$ cat config.mk
export PLATFORM = sky130hd
export DESIGN_NAME = dmem_lane_arb
export DESIGN_NICKNAME = d
export VERILOG_FILES = /design/src/rtl/dmem_lane_arb_pkg.sv /design/src/rtl/dmem_lane_arb_sat_cnt.sv /design/src/rtl/dmem_lane_arb.sv
export SDC_FILE = /design/constraint.sdc
export NUM_CORES = 1
export LEC_CHECK = 0
export ABC_CLOCK_PERIOD_IN_PS = 2760
export BUFFER_PORTS_ARGS = -buffer_cell sky130_fd_sc_hd__buf_4
export CELL_PAD_IN_SITES_DETAIL_PLACEMENT = 1
export CELL_PAD_IN_SITES_GLOBAL_PLACEMENT = 2
export CORE_UTILIZATION = 22
export CTS_CLUSTER_SIZE = 25
export DETAILED_ROUTE_END_ITERATION = 6
export PLACE_DENSITY = 0.88
export REMOVE_ABC_BUFFERS = 1
export SYNTH_ARGS = -nofsm -noshare
export SYNTH_HDL_FRONTEND = slang
export SYNTH_HIERARCHICAL = 1
export SYNTH_SLANG_ARGS = --single-unit
$ cat constraint.sdc
create_clock -name clk -period 2.76 [get_ports clk]
set_clock_uncertainty 0.1 [all_clocks]
set_input_delay 0.138 -clock clk [delete_from_list [all_inputs] [get_ports clk]]
set_output_delay 0.138 -clock clk [all_outputs]
set_load 0.01 [all_outputs]
$ cat src/rtl/dmem_lane_arb_pkg.sv
// Shared definitions for the data-RAM lane arbiter.
// Contents: default data/address widths, arbiter state encoding and the
// active-low reset level constants used by the arbiter and its counter.
package dmem_lane_arb_pkg;

  localparam int DATA_W = 32;
  localparam int ADDR_W = 16;

  typedef enum logic {
    ARB_IDLE    = 1'b0,
    ARB_SERVE_B = 1'b1
  } arb_state_e;

  // Level of an active-low reset/clear input when it is asserted / released.
  localparam logic ENABLE_N  = 1'b0;
  localparam logic DISABLE_N = 1'b1;

endpackage

$ cat src/rtl/dmem_lane_arb_sat_cnt.sv
// Width-parameterised saturating up-counter with a synchronous active-low
// clear. Used for the conflict-cycle statistic and reusable for the other
// stall counters.
// Ports:
//   clk   - clock
//   clr_n - synchronous active-low clear (counter goes to zero)
//   inc   - count one event this cycle
//   cnt   - current count, sticks at all-ones
module dmem_lane_arb_sat_cnt
  import dmem_lane_arb_pkg::*;
#(
  parameter int W = 32
) (
  input  logic         clk,
  input  logic         clr_n,
  input  logic         inc,
  output logic [W-1:0] cnt
);

  logic [W-1:0] cnt_q;
  logic [W-1:0] cnt_d;

  always_comb begin
    cnt_d = cnt_q;
    if (clr_n == DISABLE_N && inc && (cnt_q != {W{1'b1}})) begin
      cnt_d = cnt_q + 1'b1;
    end
  end

  always_ff @(posedge clk) begin
    if (clr_n == ENABLE_N) begin
      cnt_q <= '0;
    end else begin
      cnt_q <= cnt_d;
    end
  end

  assign cnt = cnt_q;

endmodule

$ cat src/rtl/dmem_lane_arb.sv
// Shares one single-port data RAM between the two issue lanes of the
// dual-issue core (lane a = older, lane b = younger). A same-cycle access by
// both lanes is split over two cycles: lane a first while the core is
// stalled, then lane b. Lane a's load data from the first cycle is held so
// both results are presented together in the second cycle.
//
// Handshake: req_x marks a valid access for the current cycle. stall=1
// means the core must hold all lane inputs stable into the next cycle; an
// access is complete in any cycle where stall=0.
//
// Ports:
//   clk, rst_n                      - clock, synchronous active-low reset
//   req_a/we_a/addr_a/wd_a          - lane a access (older instruction)
//   req_b/we_b/addr_b/wd_b          - lane b access (younger instruction)
//   flush                           - abandon a pending lane b access
//   rd_a, rd_b                      - load data returned to each lane
//   stall                           - freeze the core this cycle
//   ram_addr/ram_wd/ram_we, ram_rd  - RAM port (combinational read)
//   conf_cnt                        - saturating count of conflict cycles
//   dbg_state                       - current arbiter state
module dmem_lane_arb
  import dmem_lane_arb_pkg::*;
#(
  parameter int DATA_W = dmem_lane_arb_pkg::DATA_W,
  parameter int ADDR_W = dmem_lane_arb_pkg::ADDR_W
) (
  input  logic              clk,
  input  logic              rst_n,
  input  logic              req_a,
  input  logic              we_a,
  input  logic [ADDR_W-1:0] addr_a,
  input  logic [DATA_W-1:0] wd_a,
  input  logic              req_b,
  input  logic              we_b,
  input  logic [ADDR_W-1:0] addr_b,
  input  logic [DATA_W-1:0] wd_b,
  input  logic              flush,
  output logic [DATA_W-1:0] rd_a,
  output logic [DATA_W-1:0] rd_b,
  output logic              stall,
  output logic [ADDR_W-1:0] ram_addr,
  output logic [DATA_W-1:0] ram_wd,
  output logic              ram_we,
  input  logic [DATA_W-1:0] ram_rd,
  output logic [DATA_W-1:0] conf_cnt,
  output logic              dbg_state
);

  arb_state_e        state_q, state_d;
  logic [DATA_W-1:0] hold_a_q, hold_a_d;
  logic              in_reset;
  logic              conflict;

  assign in_reset = (rst_n == ENABLE_N);

  // A conflict only exists in IDLE; flush cancels the second cycle, and the
  // lane a access of this cycle goes ahead regardless.
  assign conflict = !in_reset && (state_q == ARB_IDLE) && req_a && req_b && !flush;

  always_comb begin
    ram_addr = addr_a;
    ram_wd   = wd_a;
    ram_we   = 1'b0;
    rd_a     = ram_rd;
    rd_b     = ram_rd;
    stall    = 1'b0;
    state_d  = ARB_IDLE;
    hold_a_d = hold_a_q;

    if (state_q == ARB_SERVE_B) begin
      // Lane a completed last cycle; only lane b touches the RAM now.
      ram_addr = addr_b;
      ram_wd   = wd_b;
      ram_we   = we_b && req_b && !flush;
      rd_a     = hold_a_q;
    end else begin
      if (req_b && !req_a) begin
        ram_addr = addr_b;
        ram_wd   = wd_b;
        ram_we   = we_b;
      end else begin
        ram_we   = req_a && we_a;
      end
      if (conflict) begin
        stall    = 1'b1;
        hold_a_d = ram_rd;
        state_d  = ARB_SERVE_B;
      end
    end

    // Reset drops any pending access and blocks writes immediately.
    if (in_reset) begin
      ram_we   = 1'b0;
      stall    = 1'b0;
      state_d  = ARB_IDLE;
      hold_a_d = '0;
    end
  end

  always_ff @(posedge clk) begin
    if (in_reset) begin
      state_q  <= ARB_IDLE;
      hold_a_q <= '0;
    end else begin
      state_q  <= state_d;
      hold_a_q <= hold_a_d;
    end
  end

  dmem_lane_arb_sat_cnt #(
    .W(DATA_W)
  ) u_conf_cnt (
    .clk  (clk),
    .clr_n(rst_n),
    .inc  (conflict),
    .cnt  (conf_cnt)
  );

  assign dbg_state = state_q;

endmodule
==> results.cfg, run 1 <==
[setup_path]
cp_max_fo = 48
crit_type = register to output pin
cp_num_buf_inv = 3
rr_worst_depth = 7
required_ns = 2.52
crit_top_cell = buf_4
slowest_delay_ns = 0.44
crit_path_end_kind = output pin
cp_slowest_cell = mux2_2
arrival_ns = 2.06
start_kind = register
crit_chain = buf_4 > a21oi_4 > buf_12 > mux2_2 > buf_4
cp_num_cells = 5
crit_family = buffers and inverters

[logic_synthesis]
synth-seq-area-share_pct = 31.4
syn_area_um2 = 4140
ys_types = 46
syn_area_per_cell_um2 = 8.96
ys_warn_count = 6
synth_top_flop_cell = dfxtp_1
synthCells = 462
ys_ff_latch = 65
postSynth.asyncResetShare_pct = 0
synth_edf_count = 0

[clocking]
cts_sinks = 65
ctsHtreeMaxLevel = 3
cts_buffers = 9
clk_pin_slew_worst_paths_ns = 0.06
clockBufferDepth = 2
cts_root_buf = clkbuf_16
cts_tree = yes
postCtsSetupRepairBufs = 0
clock_latency_ns = 0.34

[floorplanning]
die-area_um2 = 19400
io_pins = 282
std_cell_rows = 49
die-height_um = 139
start_util_pct = 22.7
core_um2 = 18200
fp.dieW_um = 139

[route]
vias = 4509
drc = 25
drt_first_pass_iters = 7
ant_nets = 0
viasPerCell = 4.65
wl_um = 19000
drt_iter0_drc = 157
routedWlPerCell_um = 19.6

[power_and_ir_drop]
ir_drop_uv = 276
leakage_uw = 0.00293
p_per_area_nw_per_um2 = 420

[placement]
hpwlAfterDp_um = 14800
port_buffers = 281
place_inst = 920
gp_congestion = 0.780

[hold_path]
hp-class = input port to register
min_path_cells = 3

[grt]
overflow = 0
grt_first_pass_wirelength_um = 28500
grt_pass1_vias = 4697
antenna_found_initial = 1
grt_max_degree = 49
track_usage_pct = 19.5

[timing]
rsz0062_at_grt = no
setup_viol = 0
post-route-min-period_ns = 2.30
timing.final.crit_share_pct = 83.4
whs_ns = 0.0857
slew_viol_final = 0
fmax_ghz = 0.435
max_slew_margin_pct = 57.3
worst_pin_slew_ns = 0.640
hold_viol = 0

[final_layout]
finalNonFillerCells = 969
post-route-util_pct = 37.6
layout-drive-gt1-share_pct = 53.9
nets = 870
syn2layout_area_growth_pct = 65.4

[status]
outcome = finished, violations left
violations = DRC

[run]
cap_violations = 0
[cell families after synthesis]
logic type | after synthesis | share of synthesized area [%]
mux | 83 | 22.5
xor+xnor | 18 | 3.81
flops | 65 | 31.4
simple gates | 159 | 19.2
fa+ha+maj | 1 | 0.302
buf+inv | 67 | 10.7
compound gates | 69 | 12.1
[what timing repair did]
item	in CTS	in global routing
hold buffers	32	0
hold endpoints to repair	32	0
resized for setup	0	0
endpoints found under the setup margin	0	0
[metal layers]
metal	vias to the layer above	part of all wire [%]	GRT usage (%)
met3	37	7.8	6.73
met2	176	49	33.8
met1	2140	39	21.0
met4	0	4.9	9.94
met5	-	0	0
li1	2156	-	-
[worst min-delay path: stages]
cell	delay, ns
buf_4	0.19
o21ai_0	0.10
a31oi_1	0.04
[through the flow]
stage          cell area, um2  setup WS, ns  power [uW]  setup TNS [ns]
6_report                 6850         0.459        2880               0
5_1_grt                  6850         0.370        3000               0
4_1_cts                  6850         0.454        2930               0
3_5_place_dp             6210         0.540        1640               0
3_3_place_gp             6210         0.554        1630               0
2_1_floorplan            3720        -0.400        1200          -11.92
[Yosys cell counts, types with 3 or more instances]
master	instances	area [um2]
a2111oi_0	3	26.3
a211oi_1	5	37.5
a21boi_0	5	37.5
a21boi_1	28	210
a21oi_1	6	30.0
and2_1	4	25.0
and3_1	5	31.3
and4_4	3	33.8
buf_2	12	60.1
buf_4	37	278
buf_6	5	56.3
clkbuf_1	8	30.0
dfxtp_1	65	1300
inv_1	4	15.0
mux2_2	80	901
mux2i_1	3	30.0
nand2_1	78	293
nand3_1	7	35.0
nand4_1	13	81.3
nor2_1	23	86.3
nor4_1	8	50.1
o211ai_1	3	22.5
o21ai_0	5	25.0
o31ai_1	5	37.5
or4_1	4	30.0
xnor2_1	17	149
[worst paths after layout]
| path | slack, ns | from | to |
|---|---|---|---|
| max | 0.46 | dbg_state$_DFF_P_ | ram_wd[12] |
| max reg2reg | 0.52 | dbg_state$_DFF_P_ | u_conf_cnt/cnt[25]$_SDFFE_PN0P_ |
| min reg2reg | 0.35 | hold_a_q[27]$_SDFFE_PN0P_ | hold_a_q[27]$_SDFFE_PN0P_ |
| min | 0.09 | rst_n | u_conf_cnt/cnt[31]$_SDFFE_PN0P_ |
[power breakdown]
part	internal [uW]	switching [uW]	total (uW)	leakage, uW
logic	399	291	690	0.00225
clock network	786	438	1220	0.000152
registers	955	7.90	963	0.000526
[sequential cells by signal, indices dropped and copies added, names as in the netlist]
name,count
hold_a_q,32
u_conf_cnt/cnt,32
dbg_state,1
[layout by cell type (no fill, tap or decap), types with 2 or more instances in the layout]
cell type and instances:
o31ai_1 5, nand2b_1 2, dlygate4sd3_1 32, and4_4 3, and2_1 4, buf_4 290
mux2i_1 3, nand4_1 13, and4_1 2, a2111oi_0 3, inv_1 4, clkinv_2 3
nor3_1 2, clkbuf_16 9, nand3_1 7, dfxtp_1 64, bufinv_16 2, mux2_2 80
nor4_1 8, a21oi_1 6, o311ai_0 2, o41ai_1 2, and3_1 5, a21boi_0 5
nand2_1 78, a21boi_1 28, o211ai_1 3, nor2_1 23, or4_1 4, a211oi_1 5
xnor2_1 17, o21ai_0 5, a31oi_1 2
[layout make-up]
cell class	count	area, um2
fillers	2152	11400
repair buffers	323	2520
multi-input cells	330	2410
flip-flops and latches	65	1300
well taps	229	287
clock buffers	10	229
clock inverters	6	82.6
inverters	5	18.8
diodes	1	2.50
(Power assumes the default switching activity.)
==> inputs of run 2 (changes only) <==
- ABC_AREA: default -> 1
- ABC_CLOCK_PERIOD_IN_PS: 2760 -> 2200
- CORE_UTILIZATION: 22 -> 20
- PLACE_DENSITY: 0.88 -> 0.86
- clock period: 2.76 -> 2.2 ns (I/O delays scaled with it)
==> run 2 against run 1 <==
  * Core utilization is 6.6 points lower
  * Synthesized area is 15% higher
  * Clock-buffer cell count rose by 2
  * Worst setup slack got worse by 0.32 ns
  * Highest routed layer is now met5
  * Global-route usage shrank 3.2 points
  * Critical endpoint is now ram_wd[25]
  * The flow now finishes without violations
  * Clock power up 15%
  * Routed wire length grew 8.6%
  * Total power up 21%
==> results.cfg, run 2 <==
[logic_synthesis]
synth.most_common_cell = nand2_1
synth-seq-area-share_pct = 27.4
synth_commonest_cells = 256 x nand2_1, 105 x nor2_1, 83 x o21ai_0
ys_ff_latch = 65
synth.area.mux_share_pct = 0
postSynth.asyncResetShare_pct = 0
synth_compound_area_share_pct = 14.9
ys_types = 27
synth_fa_ha_area_share_pct = 0.263
syn_area_per_cell_um2 = 5.86
synth_top_area_share_pct = 27.4
synth_area_leaders = dfxtp_1 27%, nand2_1 20%, o21ai_0 8.7%, nor2_1 8.3%, nand3_1 6.4%
synth_top_flop_cell = dfxtp_1
synth-xor-area-share_pct = 0.922
synth_top_family_by_area = simple AND/OR/NAND/NOR gates
synthCells = 811
synth_simple_gate_area_share_pct = 40.5
synth_top_area_cell = dfxtp_1
synth_edf_count = 0
ys_warn_count = 6
syn_area_um2 = 4750

[final_layout]
post-route-util_pct = 31.1
final_cell_mix = 304 x buf_4, 256 x nand2_1, 105 x nor2_1
nets = 1187
mostFrequentLayoutCell = buf_4
multi_input_area_um2 = 2690
seq_area_um2 = 1300
layout-drive-gt1-share_pct = 32.0
syn2layout_area_growth_pct = 53.0
n_fill_cell = 3101

[floorplanning]
start_util_pct = 20.3
io_pins = 282
die-area_um2 = 24400
die-height_um = 156
std_cell_rows = 56
fp.dieW_um = 156
core_um2 = 23400

[clocking]
cts_root_buf = clkbuf_16
cts_buffers = 9
cts-resized-gates = 0
postCtsSetupRepairBufs = 0
ctsHtreeMaxLevel = 3
clockBufferDepth = 2
cts_tree = yes
clock_latency_ns = 0.34
ctsHoldBuffers = 1
cts_sinks = 65
clk_pin_slew_worst_paths_ns = 0.05

[timing]
timing.final.crit_share_pct = 93.7
rsz0062_at_grt = no
post-route-min-period_ns = 2.06
setup_viol = 0
fin_setup_tns_ns = 0
slew_viol_final = 0
hold_viol = 0
whs_ns = 0.0113
worst_slack_ns = 0.139
max_slew_margin_pct = 51.9
worst_pin_slew_ns = 0.722
fmax_ghz = 0.485

[power_and_ir_drop]
total_power_uw = 3470
ir_drop_uv = 350
p_per_area_nw_per_um2 = 478
leakage_uw = 0.00352

[status]
outcome = complete, no violations

[grt]
track_usage_pct = 16.3
grt_max_degree = 115
grt-busiest-layer = met2
grt_use_met3_pct = 4.83
grt_pass1_vias = 5617
grt_use_met2_pct = 30.2
overflow = 0
antenna_found_initial = 2
grt_first_pass_wirelength_um = 30800
grt_use_met1_pct = 17.6

[route]
wl_um = 20600
drt_first_pass_iters = 4
ant_nets = 0
viasPerCell = 4.36
vias = 5992
drt_iter0_drc = 265
routedWlPerCell_um = 15.0
drc = 0

[setup_path]
r2r-end = u_conf_cnt/cnt[30]$_SDFFE_PN0P_
slowest_delay_ns = 0.35
crit_type = register to output pin
start_kind = register
r2r_start = u_conf_cnt/cnt[0]$_SDFFE_PN0P_
rr_worst_depth = 10
required_ns = 1.99
crit_path_end_kind = output pin
cp_slowest_cell = dfxtp_2
arrival_ns = 1.85
cp_max_fo = 48
crit_chain = buf_4 > nor2_4 > nor2_4 > buf_12 > nand2_1 > nand2_1 > buf_4
r2r_setup_slack_ns = 0.27

[hold_path]
hold_start = ram_rd[2]
hp-class = input port to register
min_to = hold_a_q[2]$_SDFFE_PN0P_
min_path_cells = 5

[placement]
port_buffers = 281
gp_congestion = 0.873
pre_cts_ws_ns = 0.239
hpwlAfterDp_um = 16000

[run]
cap_violations = 0
==> run 2: cells by family after synthesis <==
logic type,count (synthesis)
simple gates,453
buf+inv,147
compound gates,140
flops,65
xor+xnor,5
fa+ha+maj,1
==> run 2: worst max-delay path by stage <==
stage	startpoint	endpoint	slack [ns]	depth (start not counted)
finish	dbg_state$_DFF_P_	ram_wd[25]	0.14	7
global route	dbg_state$_DFF_P_	u_conf_cnt/cnt[21]$_SDFFE_PN0P_	0.001	10
CTS	dbg_state$_DFF_P_	ram_wd[25]	0.08	7
detailed placement	dbg_state$_DFF_P_	u_conf_cnt/cnt[21]$_SDFFE_PN0P_	0.24	10
global placement	dbg_state$_DFF_P_	u_conf_cnt/cnt[21]$_SDFFE_PN0P_	0.35	10
floorplan	dbg_state$_DFF_P_	u_conf_cnt/cnt[23]$_SDFFE_PN0P_	-1.33	10
==> run 2: critical path: cells and delay by family (launching register included) <==
| family | cells | cell delay, ns |
|---|---|---|
| DFF | 1 | 0.35 |
| and+or+nand+nor | 4 | 0.42 |
| buffers and inverters | 3 | 0.73 |
==> run 2: routing by layer <==
| layer | up-vias | routed length [um] |
|---|---|---|
| li1 | 3008 | - |
| met1 | 2772 | 7950 |
| met2 | 180 | 10600 |
| met3 | 30 | 1550 |
| met4 | 2 | 507 |
| met5 | - | 12 |
==> run 2: cell type report <==
class / instances / share of cell area, %
inverter: 69 / 3.56
clock buffer: 12 / 3.25
clock inverter: 3 / 0.585
sequential: 65 / 17.9
multi-input combinational: 599 / 37.1
tap: 319 / 5.49
timing repair buffer: 307 / 32.1
antenna: 1 / 0.0344
==> run 2: through the flow <==
stage | cells | instance area, um2
after floorplan | 733 | 4250
after global placement | 1358 | 6980
after detailed placement | 1358 | 6980
after CTS | 1374 | 7260
after global routing | 1375 | 7270
final | 1375 | 7270
==> run 2: power breakdown <==
part / internal, uW / leakage (uW) / total, uW / switching (uW)
registers: 1200 / 0.000526 / 1210 / 11.1
logic: 426 / 0.00286 / 858 / 432
clock network: 870 / 0.000133 / 1400 / 534
==> inputs of run 3 (changes only) <==
- CORE_MARGIN: default -> 8
- RECOVER_POWER: default -> 100
==> run 3 against run 2 <==
  * Fmax up 1.5%
  * Critical path depth unchanged
  * Total power down 2.3%
  * Sequential share of layout area up 0.90 points
  * Final area down 4.8%
  * Non-clock buffer count unchanged
==> results.cfg, run 3 (synthesis gave the netlist of run 2 again) <==
[status]
outcome = complete, no violations

[clocking]
cts_tree = yes
clk_pin_slew_worst_paths_ns = 0.05
postCtsSetupRepairBufs = 0
clock_latency_ns = 0.33
cts_sinks = 65
ctsHtreeMaxLevel = 3
clockBufferDepth = 2
cts_buffers = 9
cts_root_buf = clkbuf_16

[route]
drt_first_pass_iters = 4
viasPerCell = 4.38
drc = 0
drt_iter0_drc = 307
vias = 6029
wl_um = 23000
routedWlPerCell_um = 16.7
ant_nets = 0

[grt]
grt_pass1_vias = 6069
grt_first_pass_wirelength_um = 34700
track_usage_pct = 15.2
overflow = 0
grt_use_met2_pct = 27.1
grt_max_degree = 115
grt_use_met3_pct = 4.10
antenna_found_initial = 3
grt_use_met1_pct = 17.2
grt-busiest-layer = met2

[power_and_ir_drop]
total_power_uw = 3390
p_clk_share_pct = 40.4
p_int_uw = 2400
p_per_area_nw_per_um2 = 490
leakage_uw = 0.00316
p_sw_share_pct = 29.3
seq_power_share_pct = 35.7
power_switching_uw = 995
comb_power_share_pct = 23.9
ir_drop_uv = 333

[floorplanning]
start_util_pct = 20.3
die-area_um2 = 28900
io_pins = 282
die-height_um = 170
core_um2 = 23400
fp.dieW_um = 170
std_cell_rows = 56

[setup_path]
r2r_start = dbg_state$_DFF_P_
r2r_setup_slack_ns = 0.21
arrival_ns = 1.82
start_kind = register
crit_path_end_kind = output pin
cp_max_fo = 114
rr_worst_depth = 11
r2r-end = u_conf_cnt/cnt[19]$_SDFFE_PN0P_
required_ns = 1.99
crit_type = register to output pin

[timing]
worst_slack_ns = 0.169
setup_viol = 0
worst_pin_slew_ns = 0.696
fmax_ghz = 0.492
timing.final.crit_share_pct = 92.3
fin_setup_tns_ns = 0
hold_viol = 0
slew_viol_final = 0
max_slew_margin_pct = 53.6
post-route-min-period_ns = 2.03

[final_layout]
nets = 1187
post-route-util_pct = 29.6
final_cell_mix = 257 x nand2_1, 202 x buf_4, 106 x nor2_1
syn2layout_area_growth_pct = 45.7
layout-drive-gt1-share_pct = 22.6
mostFrequentLayoutCell = nand2_1

[placement]
gp_congestion = 0.870
hpwlAfterDp_um = 18200
port_buffers = 281
pre_cts_ws_ns = 0.122

[hold_path]
min_to = hold_a_q[6]$_SDFFE_PN0P_
hold_start = ram_rd[6]
min_path_cells = 5
hp-class = input port to register

[run]
cap_violations = 0
## run 3: changes by cell type in the layout (fill, tap and decap cells not counted), moves of 2 or more
cell      before  now
buf_12         2    4
buf_4        304  202
clkbuf_1       3  100
clkbuf_8       0    2
diode_2        1    3
## run 3: power by group through the flow
stage	Combinational (uW)	Clock, uW	Sequential [uW]
final	811	1370	1210
after detailed placement	880	0	1240
after global routing	898	1490	1210
after CTS	886	1440	1210
after floorplan	284	0	1240
after global placement	873	0	1240
## run 3: per-stage QoR
step	instance area, um2	instances	hold slack [ns]
after floorplan	4250	733	0.120
after global routing	6920	1378	0.0300
after CTS	7290	1375	0.00300
after detailed placement	6990	1357	0.254
after global placement	6990	1357	0.250
final	6920	1378	0.0115
## run 3: worst max path at each step
stage / slack, ns / to / from / cells past startpoint
finish: 0.17 / ram_wd[21] / dbg_state$_DFF_P_ / 7
global route: -0.005 / u_conf_cnt/cnt[31]$_SDFFE_PN0P_ / dbg_state$_DFF_P_ / 11
CTS: 0.09 / u_conf_cnt/cnt[19]$_SDFFE_PN0P_ / dbg_state$_DFF_P_ / 11
detailed placement: 0.12 / u_conf_cnt/cnt[19]$_SDFFE_PN0P_ / dbg_state$_DFF_P_ / 11
global placement: 0.14 / u_conf_cnt/cnt[19]$_SDFFE_PN0P_ / dbg_state$_DFF_P_ / 11
floorplan: -1.33 / u_conf_cnt/cnt[23]$_SDFFE_PN0P_ / dbg_state$_DFF_P_ / 10
## run 3: area by class of cell
class | count | area, um2
inverters | 69 | 259
flip-flops and latches | 65 | 1300
clock buffers | 14 | 264
fillers | 3147 | 16500
clock inverters | 2 | 12.5
well taps | 319 | 399
diodes | 3 | 7.51
repair buffers | 307 | 1990
multi-input cells | 599 | 2680
## run 3: timing repair
| item | 4_1_cts | 5_1_grt |
|---|---|---|
| setup endpoints to repair | 48 | 9 |
| hold buffers | 2 | 0 |
| pin swaps | 0 | 2 |
| resized for setup | 1 | 1 |
| endpoints found under the hold margin | 2 | 0 |
## run 3: metal layers
metal  up-vias  wire (um)  share of wire [%]
met1      2809       9550                 41
met5         -          0                  0
li1       3014          -                  -
met4         0        417                1.8
met2       185      11500                 50
met3        21       1600                7.0
## run 3: worst max-delay path: stages, from the launching register on
cell,delay [ns]
dfxtp_2,0.35
nor2_4,0.14
buf_12,0.39
nor2_4,0.06
buf_12,0.20
nand2_1,0.08
nand2_1,0.07
buf_4,0.16
